--- src/rtl/cpu_prog_loader.sv ---
// cpu_prog_loader: streams a program image into the CPU's byte RAM, verifies
// the trailing checksum byte and releases the CPU with its start PC.
module cpu_prog_loader #(
    parameter int ADDR_W = 9,
    parameter int LEN_W  = 10
) (
    input  logic              clka,
    input  logic              rst_n,
    input  logic              start,
    input  logic [ADDR_W-1:0] base_addr,
    input  logic [LEN_W-1:0]  byte_count,
    input  logic              in_valid,
    input  logic [7:0]        in_data,
    output logic              in_ready,
    output logic              mem_we,
    output logic [ADDR_W-1:0] mem_addr,
    output logic [7:0]        mem_wdata,
    output logic              cpu_hold,
    output logic [31:0]       pc_init,
    output logic              busy,
    output logic              done,
    output logic              err
);

    typedef enum logic [1:0] {
        IDLE  = 2'd0,
        LOAD  = 2'd1,
        CHECK = 2'd2,
        DONE  = 2'd3
    } state_t;

    state_t              state_q, state_d;
    logic [ADDR_W-1:0]   base_q, base_d;
    logic [ADDR_W-1:0]   cur_q, cur_d;
    logic [LEN_W-1:0]    remaining_q, remaining_d;
    logic [7:0]          sum_q, sum_d;
    logic                mem_we_q, mem_we_d;
    logic [ADDR_W-1:0]   mem_addr_q, mem_addr_d;
    logic [7:0]          mem_wdata_q, mem_wdata_d;
    logic                cpu_hold_q, cpu_hold_d;
    logic [31:0]         pc_init_q, pc_init_d;
    logic                done_q, done_d;
    logic                err_q, err_d;

    logic                count_ok;
    logic                start_ok;
    logic                handshake;
    logic [7:0]          check_sum;

    // Handshake qualifiers; in_ready is decoded from the state register only.
    always_comb begin
        count_ok  = (byte_count != '0) && (byte_count[1:0] == 2'b00);
        start_ok  = (state_q == IDLE) && start && count_ok;
        in_ready  = (state_q == LOAD) || (state_q == CHECK);
        handshake = in_valid && in_ready;
        check_sum = sum_q + in_data;
    end

    // Next-state and next-output computation for the load sequencer.
    always_comb begin
        state_d     = state_q;
        base_d      = base_q;
        cur_d       = cur_q;
        remaining_d = remaining_q;
        sum_d       = sum_q;
        mem_we_d    = 1'b0;
        mem_addr_d  = mem_addr_q;
        mem_wdata_d = mem_wdata_q;
        cpu_hold_d  = cpu_hold_q;
        pc_init_d   = pc_init_q;
        done_d      = 1'b0;
        err_d       = err_q;
        case (state_q)
            IDLE: begin
                if (start) begin
                    if (count_ok) begin
                        base_d      = base_addr;
                        cur_d       = base_addr;
                        remaining_d = byte_count;
                        sum_d       = 8'h00;
                        err_d       = 1'b0;
                        cpu_hold_d  = 1'b1;
                        state_d     = LOAD;
                    end else begin
                        err_d  = 1'b1;
                        done_d = 1'b1;
                    end
                end
            end
            LOAD: begin
                if (handshake) begin
                    mem_we_d    = 1'b1;
                    mem_addr_d  = cur_q;
                    mem_wdata_d = in_data;
                    cur_d       = cur_q + ADDR_W'(1);
                    sum_d       = sum_q + in_data;
                    remaining_d = remaining_q - LEN_W'(1);
                    if (remaining_q == LEN_W'(1)) begin
                        state_d = CHECK;
                    end
                end
            end
            CHECK: begin
                if (handshake) begin
                    if (check_sum == 8'h00) begin
                        err_d      = 1'b0;
                        cpu_hold_d = 1'b0;
                        pc_init_d  = {{(32-ADDR_W){1'b0}}, base_q};
                    end else begin
                        err_d = 1'b1;
                    end
                    done_d  = 1'b1;
                    state_d = DONE;
                end
            end
            DONE: begin
                state_d = IDLE;
            end
            default: begin
                state_d = IDLE;
            end
        endcase
    end

    // State and output registers with asynchronous active-low reset.
    always_ff @(posedge clka or negedge rst_n) begin
        if (!rst_n) begin
            state_q     <= IDLE;
            base_q      <= '0;
            cur_q       <= '0;
            remaining_q <= '0;
            sum_q       <= 8'h00;
            mem_we_q    <= 1'b0;
            mem_addr_q  <= '0;
            mem_wdata_q <= 8'h00;
            cpu_hold_q  <= 1'b1;
            pc_init_q   <= 32'h0;
            done_q      <= 1'b0;
            err_q       <= 1'b0;
        end else begin
            state_q     <= state_d;
            base_q      <= base_d;
            cur_q       <= cur_d;
            remaining_q <= remaining_d;
            sum_q       <= sum_d;
            mem_we_q    <= mem_we_d;
            mem_addr_q  <= mem_addr_d;
            mem_wdata_q <= mem_wdata_d;
            cpu_hold_q  <= cpu_hold_d;
            pc_init_q   <= pc_init_d;
            done_q      <= done_d;
            err_q       <= err_d;
        end
    end

    // Output drive; an accepted start re-holds the CPU in the same cycle.
    always_comb begin
        mem_we    = mem_we_q;
        mem_addr  = mem_addr_q;
        mem_wdata = mem_wdata_q;
        cpu_hold  = cpu_hold_q | start_ok;
        pc_init   = pc_init_q;
        busy      = (state_q != IDLE);
        done      = done_q;
        err       = err_q;
    end

endmodule

--- config.mk ---
export PLATFORM = sky130hd
export DESIGN_NAME = cpu_prog_loader
export DESIGN_NICKNAME = d
export VERILOG_FILES = /design/src/rtl/cpu_prog_loader.sv
export SDC_FILE = /design/constraint.sdc
export NUM_CORES = 1
export LEC_CHECK = 0
export CORE_UTILIZATION = 50
export CTS_CLUSTER_DIAMETER = 40
export DETAILED_ROUTE_END_ITERATION = 10
export PLACE_DENSITY = 0.81
export REMOVE_ABC_BUFFERS = 1
export SLEW_MARGIN = 20
export SYNTH_ARGS = -nofsm -noshare
export SYNTH_HDL_FRONTEND = slang
export SYNTH_SLANG_ARGS = --single-unit
--- constraint.sdc ---
create_clock -name clka -period 7.6 [get_ports clka]
set_input_delay 1.9 -clock clka [delete_from_list [all_inputs] [get_ports clka]]
set_output_delay 1.9 -clock clka [all_outputs]
set_load 0.01 [all_outputs]
==> flow_summary.ini <==
[outcome]
status = finished clean

[hold_path]
hp-class = flop to flop

[clocking]
clk_pin_slew_ps = 80
cts.sinks = 68
postCtsSetupRepairBufs = 0
clockBufferDepth = 2
h-tree-depth = 3
clk_latency_ps = 340
cts-buffers-inserted = 9
clockRootBuffer = clkbuf_8
hold_buffers = 0
cts_tree = yes
cts.repair.resized = 0

[critical_path]
worst-path-max-fanout = 10
reg2reg_depth = 9
reg2reg_to = cur_q[7]
endpoint_kind = output port
slowest_stage = nor4_1
worstPathRequired_ps = 5700
arrival_ps = 4180
critical_path_class = primary input to output port
r2r_setup_slack_ps = 4080
max_stage_delay_ps = 540
critPathLaunch = byte_count[8]
crit_top_cell = clkdlybuf4s50_1
reg2reg_from = state_q[1]
timing.critical_path.cells = clkdlybuf4s50_1, nor4_1, a211o_1, nor3_2, buf_4, or2_2, clkdlybuf4s50_1
endpoint = cpu_hold
cp-start-kind = primary input

[power]
vdd_drop_max_v = 0.0001802
leakage_nw = 1.909
powerDensity_nw_per_um2 = 373.2

[die]
io_pins = 86
fp.dieW_um = 86.20
die_h_um = 86.20
start_util = 0.5189
num_rows = 30
die_area_um2 = 7430
core_area_um2 = 6832

[placement]
portBuffers = 62
hpwl_um = 5098
dp.cells = 473
gp_congestion = 0.8182
placed_cell_area_um2 = 4178
dpl_worst_slack_ps = 1534

[sta]
hold_violations = 0
setup_viol = 0
fin_skew_ps = 13.60
hold_slack_ps = 485.4
slew_headroom = 0.3392
min_period_ps = 6080
timing.final.ws_setup_ps = 1520
period_share = 0.8000
fin_setup_tns_ps = 0
clock.fmax_mhz = 164.5
worstMarginPinSlew_ps = 991.1
slew_violations = 0
rsz0062_at_grt = false

[flow_run]
cap_violations = 0

[cells_and_area]
nFillCells = 521
fin_area_um2 = 4418
diodes = 0
drive_gt1_frac = 0.1628
area_delta_synth_final_pct = 24.64
num-nets-final = 433
layout.cells.most_common = dfrtp_1
layout_common_cells = dfrtp_1, clkdlybuf4s50_1, mux2_2
stdcell_count = 489
seq_area_um2 = 1703
multiInputGateArea_um2 = 1679

[synth]
synth_edf_count = 0
yosysWarnings = 0
synth_ff_type = dfrtp_1
syn_inst = 322
ys_ff_latch = 68
syn-mean-instance-area_um2 = 11.01
ys_seq_area_frac = 0.4804
synth_cell_types = 47
ys_async_sr_fraction = 1.000
synth.cell_area_um2 = 3545

[global_routing]
grt_pass1_vias = 2571
gr-total-overflow = 0
antenna_found_initial = 0
grt_pass1_wl_um = 12080
grt_max_degree = 69
grt_usage = 0.2100

[routing]
drt_first_pass_iters = 4
dr_total_vias = 2669
wl_per_cell_um = 15.01
wl_um = 7340
route.detailed.vias_per_inst = 5.458
drtIter0Drc = 122
ant_nets = 0
drc = 0
[cells in the mapped netlist, drive strengths merged, types with 2 or more instances]
cell type / count / area [µm²]
o31ai: 2 / 15.01
o22ai: 15 / 93.84
nand3: 18 / 102.6
ha: 13 / 162.7
nor4: 3 / 33.78
and3: 7 / 43.79
clkbuf: 5 / 18.77
a22o: 9 / 78.83
mux2: 35 / 394.1
a211oi: 2 / 25.02
nor3: 4 / 25.02
nor3b: 5 / 42.54
nand2: 9 / 33.78
o211ai: 4 / 30.03
inv: 10 / 37.53
mux2i: 3 / 30.03
nand2b: 2 / 12.51
xor2: 5 / 43.79
buf: 27 / 192.7
nor2: 11 / 41.29
and3b: 2 / 17.52
dfrtp: 67 / 1677
o21ai: 22 / 110.1
a21oi: 26 / 130.1
[worst min path at each step]
stage | from | endpoint | slack, ps | depth (start not counted)
floorplan | base_q[0] | pc_init[0] | 480 | 1
global placement | err | err | 460 | 2
detailed placement | err | err | 470 | 2
CTS | err | err | 490 | 2
global route | err | err | 510 | 2
finish | err | err | 490 | 2
[worst max-delay path, delay by kind of cell]
kind / cells / cell delay [ps]
buffers and inverters: 3 / 1090
AND/OR/NAND/NOR: 3 / 900
AO/OA/AOI/OAI: 1 / 290
[per-stage QoR]
step	power, mW	utilization
floorplan	1.019	-
global placement	1.265	0.6115
detailed placement	1.295	0.6115
CTS	1.658	0.6467
global route	1.757	0.6467
finish	1.649	0.6467
[state kept, by name, indices dropped and copies added, names as in the netlist]
register,count
cur_q,9
cpu_hold_q,1
mem_addr,9
state_q,2
mem_wdata,8
remaining_q,10
pc_init,9
mem_we,1
done,1
sum_q,8
base_q,9
err,1
[cell families after synthesis]
logic type,share of synthesized area
other,0.001058
adder cells (fa/ha/maj),0.05154
AO/OA/AOI/OAI,0.1486
AND/OR/NAND/NOR,0.1161
multiplexers,0.1197
flip-flops,0.4804
buffers and inverters,0.07024
XOR/XNOR,0.01235
[cell type report]
class,count,share of cell area
Timing Repair Buffer,65,0.1444
Clock inverter,6,0.02549
Multi-Input combinational cell,234,0.3801
Tap cell,96,0.02719
Sequential cell,68,0.3854
Inverter,10,0.008496
Clock buffer,10,0.02889
[metal layers]
metal  track usage  vias up  wire length (µm)
li1              -     1273                 -
met1        0.2752     1316              3241
met2        0.3420       71              3692
met3       0.03619        9               309
met4       0.09697        0                97
met5             0        -                 0
[power breakdown]
part | internal [mW] | leakage, nW | switching, mW
registers | 0.502 | 0.814 | 0.0999
logic | 0.343 | 0.974 | 0.348
clock network | 0.219 | 0.120 | 0.137
total | 1.06 | 1.91 | 0.585
(Power assumes the default switching activity.)
